$ cat config.mk
export PLATFORM = sky130hd
export DESIGN_NAME = mux_channel_arbiter_flat
export DESIGN_NICKNAME = d
export VERILOG_FILES = /design/src/rtl/mux_channel_arbiter_if.sv /design/src/rtl/mux_channel_arbiter.sv /design/src/flat_wrapper.sv
export SDC_FILE = /design/constraint.sdc
export NUM_CORES = 1
export LEC_CHECK = 0
export CAP_MARGIN = 20
export CORE_MARGIN = 2
export CORE_UTILIZATION = 35
export DETAILED_ROUTE_END_ITERATION = 10
export PLACE_DENSITY = 0.78
export REMOVE_ABC_BUFFERS = 1
export SETUP_SLACK_MARGIN = 0.2
export SLEW_MARGIN = 5
export SYNTH_ARGS = -nofsm -noshare
export SYNTH_HDL_FRONTEND = slang
export SYNTH_SLANG_ARGS = --single-unit
$ cat constraint.sdc
create_clock -name clk -period 1.7 [get_ports clk]
set_input_delay 0.255 -clock clk [delete_from_list [all_inputs] [get_ports clk]]
set_output_delay 0.255 -clock clk [all_outputs]
set_load 0.01 [all_outputs]
$ cat src/rtl/mux_channel_arbiter_if.sv
// Channel bundle between two producers, the arbiter and one downstream consumer.
// The master modport is the arbiter's side and the slave modport is the environment's side.
interface mux_channel_arbiter_if #(
  parameter int N_BITS = 8
);
  // Handshake: a beat transfers on any rising clk edge where Out_Valid and Out_Ready are both high.
  // Ack_x is high in exactly that cycle for the granted requester. Data_x must stay stable while
  // Req_x=1 and Ack_x=0, and Req_x may be dropped after any Ack_x.
  logic              Req_0;
  logic [N_BITS-1:0] Data_0;
  logic              Ack_0;
  logic              Req_1;
  logic [N_BITS-1:0] Data_1;
  logic              Ack_1;
  logic              Out_Valid;
  logic              Out_Ready;
  logic [N_BITS-1:0] Out_Data;

  modport master (
    input  Req_0, Data_0, Req_1, Data_1, Out_Ready,
    output Ack_0, Ack_1, Out_Valid, Out_Data
  );

  modport slave (
    output Req_0, Data_0, Req_1, Data_1, Out_Ready,
    input  Ack_0, Ack_1, Out_Valid, Out_Data
  );
endinterface

$ cat src/rtl/mux_channel_arbiter.sv
// Two-requester arbiter that drives the select of a 2:1 datapath mux, with burst-limited grants.
// Define ARB_ROUND_ROBIN_EN for round-robin arbitration; leave it undefined for fixed priority (requester 0 wins).
module mux_channel_arbiter #(
  parameter int N_BITS    = 8,
  parameter int MAX_BURST = 4
) (
  input  logic                               clk,
  input  logic                               reset,
  mux_channel_arbiter_if.master              ch,
  output logic                               Grant_Id,
  output logic                               Busy,
  output logic [1:0]                         state_dbg,
  output logic [$clog2(MAX_BURST+1)-1:0]     beat_cnt_dbg
);
  localparam int CNT_W = $clog2(MAX_BURST + 1);

`ifdef ARB_ROUND_ROBIN_EN
  localparam bit ROUND_ROBIN = 1'b1;
`else
  localparam bit ROUND_ROBIN = 1'b0;
`endif

  typedef enum logic [1:0] {
    IDLE = 2'd0,
    GNT0 = 2'd1,
    GNT1 = 2'd2
  } state_e;

  state_e             state_q, state_d;
  logic               last_grant_q, last_grant_d;
  logic [CNT_W-1:0]   beat_cnt_q, beat_cnt_d;
  logic               grant_id_q, grant_id_d;
  logic               busy_q, busy_d;

  logic               out_valid;
  logic               beat;
  logic               pick_1;
  logic [CNT_W-1:0]   cnt_inc;
  logic               burst_done;

  // Datapath outputs are combinational from registered state, so a grant serves a beat the cycle it starts.
  always_comb begin
    unique case (state_q)
      GNT0:    out_valid = ch.Req_0;
      GNT1:    out_valid = ch.Req_1;
      default: out_valid = 1'b0;
    endcase
  end

  assign beat        = out_valid & ch.Out_Ready;
  assign ch.Out_Valid = out_valid;
  assign ch.Ack_0    = beat & (state_q == GNT0);
  assign ch.Ack_1    = beat & (state_q == GNT1);
  assign ch.Out_Data = grant_id_q ? ch.Data_1 : ch.Data_0;
  assign Grant_Id    = grant_id_q;
  assign Busy        = busy_q;
  assign state_dbg   = state_q;
  assign beat_cnt_dbg = beat_cnt_q;

  assign cnt_inc    = beat_cnt_q + 1'b1;
  assign burst_done = (cnt_inc == CNT_W'(MAX_BURST));

  always_comb begin
    if (ch.Req_0 && ch.Req_1) pick_1 = ROUND_ROBIN ? ~last_grant_q : 1'b0;
    else                      pick_1 = ch.Req_1;
  end

  always_comb begin
    state_d      = state_q;
    last_grant_d = last_grant_q;
    beat_cnt_d   = beat_cnt_q;
    unique case (state_q)
      IDLE: begin
        if (ch.Req_0 || ch.Req_1) begin
          state_d      = pick_1 ? GNT1 : GNT0;
          last_grant_d = pick_1;
          beat_cnt_d   = '0;
        end
      end
      GNT0: begin
        if (!ch.Req_0) begin
          state_d    = ch.Req_1 ? GNT1 : IDLE;
          if (ch.Req_1) last_grant_d = 1'b1;
          beat_cnt_d = '0;
        end else if (beat) begin
          // Fixed priority keeps counting (wrapping at MAX_BURST) but never yields requester 0's grant.
          if (burst_done) begin
            beat_cnt_d = '0;
            if (ch.Req_1 && ROUND_ROBIN) begin
              state_d      = GNT1;
              last_grant_d = 1'b1;
            end
          end else begin
            beat_cnt_d = cnt_inc;
          end
        end
      end
      GNT1: begin
        if (!ch.Req_1) begin
          state_d    = ch.Req_0 ? GNT0 : IDLE;
          if (ch.Req_0) last_grant_d = 1'b0;
          beat_cnt_d = '0;
        end else if (beat) begin
          if (burst_done) begin
            beat_cnt_d = '0;
            if (ch.Req_0) begin
              state_d      = GNT0;
              last_grant_d = 1'b0;
            end
          end else begin
            beat_cnt_d = cnt_inc;
          end
        end
      end
      default: begin
        state_d    = IDLE;
        beat_cnt_d = '0;
      end
    endcase
  end

  assign grant_id_d = (state_d == GNT1);
  assign busy_d     = (state_d != IDLE);

  always_ff @(posedge clk or negedge reset) begin
    if (!reset) begin
      state_q      <= IDLE;
      last_grant_q <= 1'b1;
      beat_cnt_q   <= '0;
      grant_id_q   <= 1'b0;
      busy_q       <= 1'b0;
    end else begin
      state_q      <= state_d;
      last_grant_q <= last_grant_d;
      beat_cnt_q   <= beat_cnt_d;
      grant_id_q   <= grant_id_d;
      busy_q       <= busy_d;
    end
  end
endmodule

$ cat src/flat_wrapper.sv
// flat-port wrapper written by rule: the top's interface ports become plain ports
module mux_channel_arbiter_flat 
#(
  parameter int N_BITS    = 8,
  parameter int MAX_BURST = 4
)
  (clk, reset, Grant_Id, Busy, state_dbg, beat_cnt_dbg, ch_Req_0, ch_Data_0, ch_Req_1, ch_Data_1, ch_Out_Ready, ch_Ack_0, ch_Ack_1, ch_Out_Valid, ch_Out_Data);
  mux_channel_arbiter_if #(.N_BITS(N_BITS)) ch_i ();
  input  logic clk;
  input  logic reset;
  output logic Grant_Id;
  output logic Busy;
  output logic [1:0] state_dbg;
  output logic [$clog2(MAX_BURST+1)-1:0] beat_cnt_dbg;
  input wire logic [$bits(ch_i.Req_0)-1:0] ch_Req_0;
  input wire logic [$bits(ch_i.Data_0)-1:0] ch_Data_0;
  input wire logic [$bits(ch_i.Req_1)-1:0] ch_Req_1;
  input wire logic [$bits(ch_i.Data_1)-1:0] ch_Data_1;
  input wire logic [$bits(ch_i.Out_Ready)-1:0] ch_Out_Ready;
  output wire logic [$bits(ch_i.Ack_0)-1:0] ch_Ack_0;
  output wire logic [$bits(ch_i.Ack_1)-1:0] ch_Ack_1;
  output wire logic [$bits(ch_i.Out_Valid)-1:0] ch_Out_Valid;
  output wire logic [$bits(ch_i.Out_Data)-1:0] ch_Out_Data;
  assign ch_i.Req_0 = ch_Req_0;
  assign ch_i.Data_0 = ch_Data_0;
  assign ch_i.Req_1 = ch_Req_1;
  assign ch_i.Data_1 = ch_Data_1;
  assign ch_i.Out_Ready = ch_Out_Ready;
  assign ch_Ack_0 = ch_i.Ack_0;
  assign ch_Ack_1 = ch_i.Ack_1;
  assign ch_Out_Valid = ch_i.Out_Valid;
  assign ch_Out_Data = ch_i.Out_Data;
  mux_channel_arbiter #(.N_BITS(N_BITS), .MAX_BURST(MAX_BURST)) u_core (.clk(clk), .reset(reset), .ch(ch_i), .Grant_Id(Grant_Id), .Busy(Busy), .state_dbg(state_dbg), .beat_cnt_dbg(beat_cnt_dbg));
endmodule
== Word level (Yosys, flattened, before mapping) ==
Index checks and enable logic that the tools add are counted.

* Bitwise logic cells: 3
* Eq/ne operators: 5
* Muxes and demuxes: 19
* Add/subtract/negate cells: 1
* Reduce and logical (&&, ||, !) cells: 4

{| class="wikitable"
|+ Operators by type and width
! cell !! number
|-
| $mux W2 || 8
|-
| $mux W3 || 5
|-
| $pmux W3 S3 || 1
|-
| $mux W8 || 1
|-
| $pmux W2 S3 || 1
|-
| $eq A2 B2 Y1 const B || 2
|-
| $add A3 B1 Y3 const B || 1
|-
| $and A1 B1 Y1 || 3
|-
| $eq A3 B3 Y1 const B || 1
|-
| $eq A2 B1 Y1 const B || 1
|-
| $logic_not A2 Y1 || 1
|-
| $mux W1 || 2
|-
| $ne A2 B1 Y1 const B || 1
|-
| $pmux W1 S2 || 1
|-
| $reduce_bool A2 Y1 || 1
|-
| $logic_and A1 B1 Y1 || 1
|-
| $logic_or A1 B1 Y1 || 1
|}

* Register bits after elaboration: 7

== Longest topological paths before layout ==
Gate-level depths: netlist of the first run.

* Depth after elaboration: 7
* Gate-level depth with buffers: 6
* Mapped depth without buffers: 6

== Worst setup path before layout of the first run ==
OpenSTA, ideal clock, no wires.

* Path kind: reg2out
* Start: register u_core.state_q[0], in the netlist u_core.state_dbg[0]
* End: output ch_Ack_0
* Buffers on the path: 0
* Cell stages (with the launch flop): 6
* Arrival: 1458 ps
* Path slack: -13 ps
* Cells stage by stage: dfrtp_1 -> inv_1 -> ha_1 -> a22o_4 -> and3_2 -> and2_1

* Cells in the longest elaborated chain, start to end: 4

{| class="wikitable"
|+ RTL lines
! item !! line !! RTL
|-
| start, declared || mux_channel_arbiter.sv:29 || <nowiki>state_e state_q, state_d;</nowiki>
|-
| start signal, assigned || mux_channel_arbiter.sv:133 || <nowiki>state_q <= state_d;</nowiki>
|-
| $eq A2 B2 Y1 or $eq A2 B1 Y1 (tied branches) || mux_channel_arbiter.sv:43, mux_channel_arbiter.sv:52 ||
|-
| $pmux W1 S2 || mux_channel_arbiter.sv:43 || <nowiki>unique case (state_q)</nowiki>
|-
| $and A1 B1 Y1 || mux_channel_arbiter.sv:50 || <nowiki>assign beat = out_valid & ch.Out_Ready;</nowiki>
|-
| $and A1 B1 Y1 * || mux_channel_arbiter.sv:52 || <nowiki>assign ch.Ack_0 = beat & (state_q == GNT0);</nowiki>
|-
| end, declared || flat_wrapper.sv:20 || <nowiki>output wire logic [$bits(ch_i.Ack_0)-1:0] ch_Ack_0;</nowiki>
|}

Mark *: on every way between the ends. The rest lies on a longest branch, timed or not.

== Worst setup path in the final report of the first run ==
Same ends and word-level chain as after synthesis.

==> results of run 1 <==
state kept, by name, summed over array words and instances, names as in the netlist:
| register | count |
|---|---|
| u_core.state_dbg | 2 |
| u_core.Grant_Id | 1 |
| u_core.Busy | 1 |
| u_core.beat_cnt_dbg | 3 |
worst reg2reg max path, cell delays in order (launching register included):
cell and delay (ns):
dfrtp_1 0.42, buf_6 0.14, ha_4 0.15, buf_4 0.13
buf_6 0.11, buf_6 0.11, a21o_1 0.17, a32oi_2 0.20
o21a_1 0.20, o21ai_1 0.07
power breakdown:
part	leakage [µW]	total [µW]	switching, µW	internal, µW
clock network	0.0000150	151	61.6	89.5
registers	0.0000893	283	54.5	229
logic	0.000591	1600	708	895
logic make-up (layout without fill, tap and decap cells):
logic type	count (synthesis)	count (layout)	synth area share [%]
AO/OA/AOI/OAI	17	17	22.5
AND/OR/NAND/NOR	11	11	10.5
multiplexers	9	9	17.1
buffers and inverters	9	74	5.68
adder cells (fa/ha/maj)	7	7	14.7
flip-flops	7	7	29.5
layout by cell type (no fill, tap or decap), types with 2 or more instances in the layout:
master / n
o21ai_1: 2
inv_2: 3
nor2_1: 2
a21oi_2: 2
o22a_1: 2
buf_2: 3
o21ai_0: 2
clkdlybuf4s50_1: 22
ha_4: 3
dlymetal6s2s_1: 3
ha_2: 2
and2_4: 2
clkbuf_4: 3
dfrtp_1: 5
ha_1: 2
dfrtp_2: 2
mux2_4: 5
buf_4: 14
buf_6: 18
mux2_2: 4
inv_1: 5
metal layers:
metal | global-route usage, % | vias to the layer above | wire length [µm]
li1 | - | 347 | -
met5 | 0 | - | 0
met2 | 45.4 | 40 | 1650
met3 | 4.00 | 8 | 150
met1 | 28.2 | 378 | 1150
met4 | 8.82 | 0 | 85
through the flow:
| stage | util, % | TNS [ns] | hold WS, ns | setup slack (ns) | area [µm²] |
|---|---|---|---|---|---|
| after floorplan | - | -0.0269 | -0.0406 | -0.0134 | 591 |
| after global placement | 71.6 | -0.902 | 0.532 | -0.318 | 1100 |
| after detailed placement | 71.6 | -1.07 | 0.530 | -0.344 | 1100 |
| after CTS | 80.5 | -0.373 | 0.271 | -0.130 | 1240 |
| after global routing | 87.1 | -1.01 | 0.288 | -0.175 | 1340 |
| final | 87.1 | -0.735 | 0.256 | -0.144 | 1340 |
cell type report:
class	count	area, µm²
fillers	70	199
clock buffers	4	26.3
multi-input cells	44	493
repair buffers	62	596
flip-flops and latches	7	178
inverters	8	30.0
well taps	16	20.0
worst paths after layout:
kind,end,slack (ns),cells past startpoint
worst min-delay path,u_core.state_dbg[0],0.26,1
worst max-delay path,ch_Ack_0,-0.14,6
min in group clk,u_core.beat_cnt_dbg[2],0.60,1
worst min register to register,u_core.beat_cnt_dbg[2],0.60,1
worst max register to register,u_core.Busy,-0.14,9
max in group asynchronous,u_core.Busy,1.18,1
what timing repair did:
| action | CTS | global route |
|---|---|---|
| endpoints found under the hold margin | 0 | 0 |
| setup endpoints to repair | 21 | 20 |
| gates resized for setup | 74 | 24 |
| setup buffers | 7 | 2 |
| pin swaps | 5 | 8 |
==> results.md, run 1 <==
- Mapped Avg Cell Area: 9.91 µm²
- Layout cells sized above 1: 55.2%
- Area growth, synth to finish: 126%
- Worst setup startpoint: u_core.state_dbg[0]
- DP HPWL: 1670 µm
- Pwr/cell area: 1520 mW/mm²
- Vias in the first global route: 781
- Crit start category: flop
- Initial DRC count: 20
- GRT Resource Usage Total: 24.6%
- Synthesized flop and latch total: 7
- Worst skew pair latency: 0.26 ns
- Synth Instances: 60
- WP data required: 1.44 ns
- DRC viols: 0
- Clock Tree Root: clkbuf_4
- R2R Path Start: u_core.state_dbg[0]
- EDFF count, synth: 0
- Count leader, synth: mux2_2
- Die height: 45.2 µm
- Max transition margin: 68.1%
- Slew Limit Fails: 0
- Dpl cells: 128
- Port bufs: 38
- Placer congestion estimate: 0.830
- Most used cell, CP: buf_6
- Total CTS buffers: 3
- Max incr delay on CP: 0.42 ns
- Setup ws final: -0.144 ns
- Ports: 39
- Worst slew pin tran: 0.478 ns
- Core Area: 0.00154 mm²
- Total length of routed wires: 3030 µm
- Outcome: finished with violations
- Grt total ovfl: 0
- Drt wl/cell: 21.5 µm
- Crit. End Element: output pin
- Final min period: 1.84 ns
- Standard-cell rows: 14
- Clock buffer depth: 2
- Synth Flop Type: dfrtp_1
- Die Wd: 45.2 µm
- Initial antenna violation count: 0
- Initial DRT Pass Iterations: 4
- Top Family by Delay on Critical Path: flip-flops
- Cell taking the most area after synthesis: dfrtp_1
- Final ANT Viol Nets: 0
- Worst VDD drop: 0.00117 V
- DIE AREA: 0.00204 mm²
- Total power: 2040 µW
- First-pass GRT wire length: 3550 µm
- Post-Syn Area: 594 µm²
- Failing checks: negative setup slack
- CP Max Fanout: 3
- CP max stage cell: dfrtp_1
- Nets: 154
- Final Cycle Share: 108%
- Number of diodes: 0
- Reg clk slew, reported paths: 0.06 ns
- Post-Route Skew: 0.0181 ns
- Number of max-cap violations: 0
- Leakage: 0.000695 µW
- Fin cells: 141
- Starting Density: 38.6%
- CTS Hold Bufs: 0
- Area share of the largest cell type after synthesis: 29.5%
- Netlist cell types: 23
- Worst hold path type: primary input to asynchronous set/reset pin
- Largest net degree at the start of global routing: 8
- Largest cells by area after synthesis: dfrtp_1 29%, mux2_2 17%, ha_1 15%
- Clock sinks: 7
- Max Fclk: 0.542 GHz
- H-tree lvl count: 1
- Setup violators final: 7
- RSZ-0062 raised after global routing: yes
- WP data arrival: 1.59 ns
- Crit path cell chain: buf_6, ha_4, a22o_4, and3_4, and2_4, buf_6
- CTS tree: yes
- Final hold vios: 0
- Bufs and invs on worst path: 2
- Vias per cell: 5.48
- Yosys Warn Count: 0
- Seq/Total Area, Yosys: 29.5%
- Ys async rst share: 100%
- Crit Path Class: flop to output pin
- Top cells by count, synth: 9 x mux2_2, 8 x inv_1, 7 x dfrtp_1, 7 x ha_1, 3 x a21oi_1
- DR vias: 773
(Power assumes the default switching activity.)
==> run 2, diff against run 1 <==
GPL_TIMING_DRIVEN = 0   (was default)
==> results.md, run 2 (synthesized netlist as in run 1, its figures left out) <==
- GRT Resource Usage Total: 21.0% (-3.6 points)
- Reg clk slew, reported paths: 0.05 ns (about the same)
- Starting Density: 38.6% (unchanged)
- Initial antenna violation count: 0 (unchanged)
- Final min period: 1.85 ns (+0.00368 ns)
- Crit start category: flop
- Setup ws final: -0.148 ns (-0.00368 ns)
- Worst setup startpoint: u_core.state_dbg[0]
- Slew Limit Fails: 0 (unchanged)
- Max transition margin: 71.4% (+3.3 points)
- Max incr delay on CP: 0.43 ns (about the same)
- CTS tree: yes
- Ports: 39 (unchanged)
- Setup TNS Final: -0.407 ns (+0.328 ns)
- R2R Path Start: u_core.state_dbg[0]
- Final ANT Viol Nets: 0 (unchanged)
- Initial DRT Pass Iterations: 4 (unchanged)
- Crit path cell chain: inv_4, ha_4, a22o_4, and3_4, and2_4, buf_6
- Max Fclk: 0.541 GHz (-0.20%)
- Port bufs: 38 (unchanged)
- Worst hold path type: primary input to asynchronous set/reset pin
- Most common cell after layout, fill and taps aside: clkdlybuf4s50_1
- Failing checks: negative setup slack
- Area growth, synth to finish: 106%
- Setup violators final: 6 (-1)
- DP HPWL: 1400 µm (-16%)
- CP max stage cell: dfrtp_2
- Clock sinks: 7 (unchanged)
- WP data arrival: 1.59 ns (about the same)
- Post-route cell area: 0.00122 mm² (-8.9%)
- Total CTS buffers: 3 (unchanged)
- DR vias: 651 (-16%)
- DIE AREA: 0.00204 mm² (unchanged)
- Pwr/cell area: 1400 mW/mm² (-7.5%)
- Number of max-cap violations: 0 (unchanged)
- Standard-cell rows: 14 (unchanged)
- Leakage: 0.000579 µW (-17%)
- Final hold vios: 0 (unchanged)
- Grt total ovfl: 0 (unchanged)
- DRC viols: 0 (unchanged)
- Total power: 1720 µW (-16%)
- Layout cells sized above 1: 47.3% (-7.9 points)
- H-tree lvl count: 1 (unchanged)
- Vias in the first global route: 707 (-9.5%)
- Placer congestion estimate: 0.830 (about the same)
- CP Max Fanout: 3 (unchanged)
- Nets: 141 (-8.4%)
- Final Cycle Share: 109% (+0.22 points)
- Hold Slack: 0.260 ns (+0.00404 ns)
- Crit Path Class: flop to output pin
- Total length of routed wires: 2030 µm (-33%)
- Drt wl/cell: 15.9 µm (-26%)
- CTS Hold Bufs: 0 (unchanged)
- Number of flip-flops in the largest register: 3 (unchanged)
- Crit. End Element: output pin
- Cell Area, Placed: 991 µm² (-10%)
- Worst VDD drop: 0.00105 V (-10%)
- Number of diodes: 0 (unchanged)
- Largest net degree at the start of global routing: 8 (unchanged)
- WP data required: 1.44 ns (about the same)
- Worst skew pair latency: 0.25 ns (about the same)
- Clock buffer depth: 2 (unchanged)
- Fin cells: 128 (-9.2%)
- Post-Route Skew: 0.00647 ns (-0.0117 ns)
- Core Area: 0.00154 mm² (unchanged)
- Worst slew pin tran: 0.428 ns (-0.0500 ns)
- Outcome: finished with violations
- Clock Tree Root: clkbuf_4
- Dpl cells: 113 (-12%)
- Vias per cell: 5.09 (-7.2%)
- RSZ-0062 raised after global routing: yes
- First-pass GRT wire length: 3110 µm (-12%)
- Most frequent cells in the layout: 24 x clkdlybuf4s50_1, 16 x buf_6, 5 x inv_1, 5 x mux2_2, 5 x buf_4
- Die Wd: 45.2 µm (unchanged)
- Initial DRC count: 10 (-50%)
- Die height: 45.2 µm (unchanged)
-- run 2: cell types whose count changed in the layout (fill, tap and decap cells not counted), sizes merged --
cell / previous run / this run
buf: 35 / 22
clkbuf: 5 / 4
clkdlybuf4s15: 1 / 0
clkdlybuf4s50: 22 / 24
dlygate4sd2: 0 / 3
dlymetal6s2s: 3 / 0
-- run 2: layer usage --
| metal | vias to the layer above | global-route usage [%] | share of wire, % |
|---|---|---|---|
| li1 | 318 | - | - |
| met1 | 320 | 24.5 | 41 |
| met2 | 11 | 38.0 | 56 |
| met3 | 2 | 3.60 | 2.1 |
| met4 | 0 | 7.65 | 0.59 |
| met5 | - | 0 | 0 |
-- run 2: worst paths after layout --
check | slack (ns) | depth (start not counted) | endpoint
setup / recovery | -0.15 | 6 | ch_Ack_0
hold / removal | 0.26 | 1 | u_core.beat_cnt_dbg[2]
setup reg to reg | -0.04 | 8 | u_core.Busy
hold reg to reg | 0.55 | 1 | u_core.beat_cnt_dbg[1]
max in group asynchronous | 1.19 | 1 | u_core.state_dbg[1]
min in group clk | 0.55 | 1 | u_core.beat_cnt_dbg[1]
-- run 2: area by class of cell --
class | count | area (µm²)
clock buffers | 4 | 26.3
multi-input cells | 44 | 474
inverters | 8 | 35.0
repair buffers | 49 | 489
fillers | 100 | 318
flip-flops and latches | 7 | 179
well taps | 16 | 20.0
-- run 2: worst max-delay path, delay by kind of cell (launching register included) --
kind,cells,cell delay (ns)
compound gates,1,0.26
fa+ha+maj,1,0.16
buf+inv,2,0.17
flops,1,0.43
simple gates,2,0.32
-- run 2: timing repair --
action	4_1_cts	5_1_grt
setup endpoints to repair	21	18
endpoints found under the hold margin	0	0
setup buffers	9	2
pin swaps	10	7
resized for setup	72	19
-- run 2: power by group --
group	switching [µW]	internal, µW
logic	542	724
clock network	59.3	89.5
registers	71.6	231
-- run 2: through the flow --
stage / setup WS, ns / utilization (%)
final: -0.148 / 79.4
after global routing: -0.195 / 79.4
after CTS: -0.133 / 72.0
after detailed placement: -0.534 / 64.3
after global placement: -0.490 / 64.3
after floorplan: -0.0134 / -
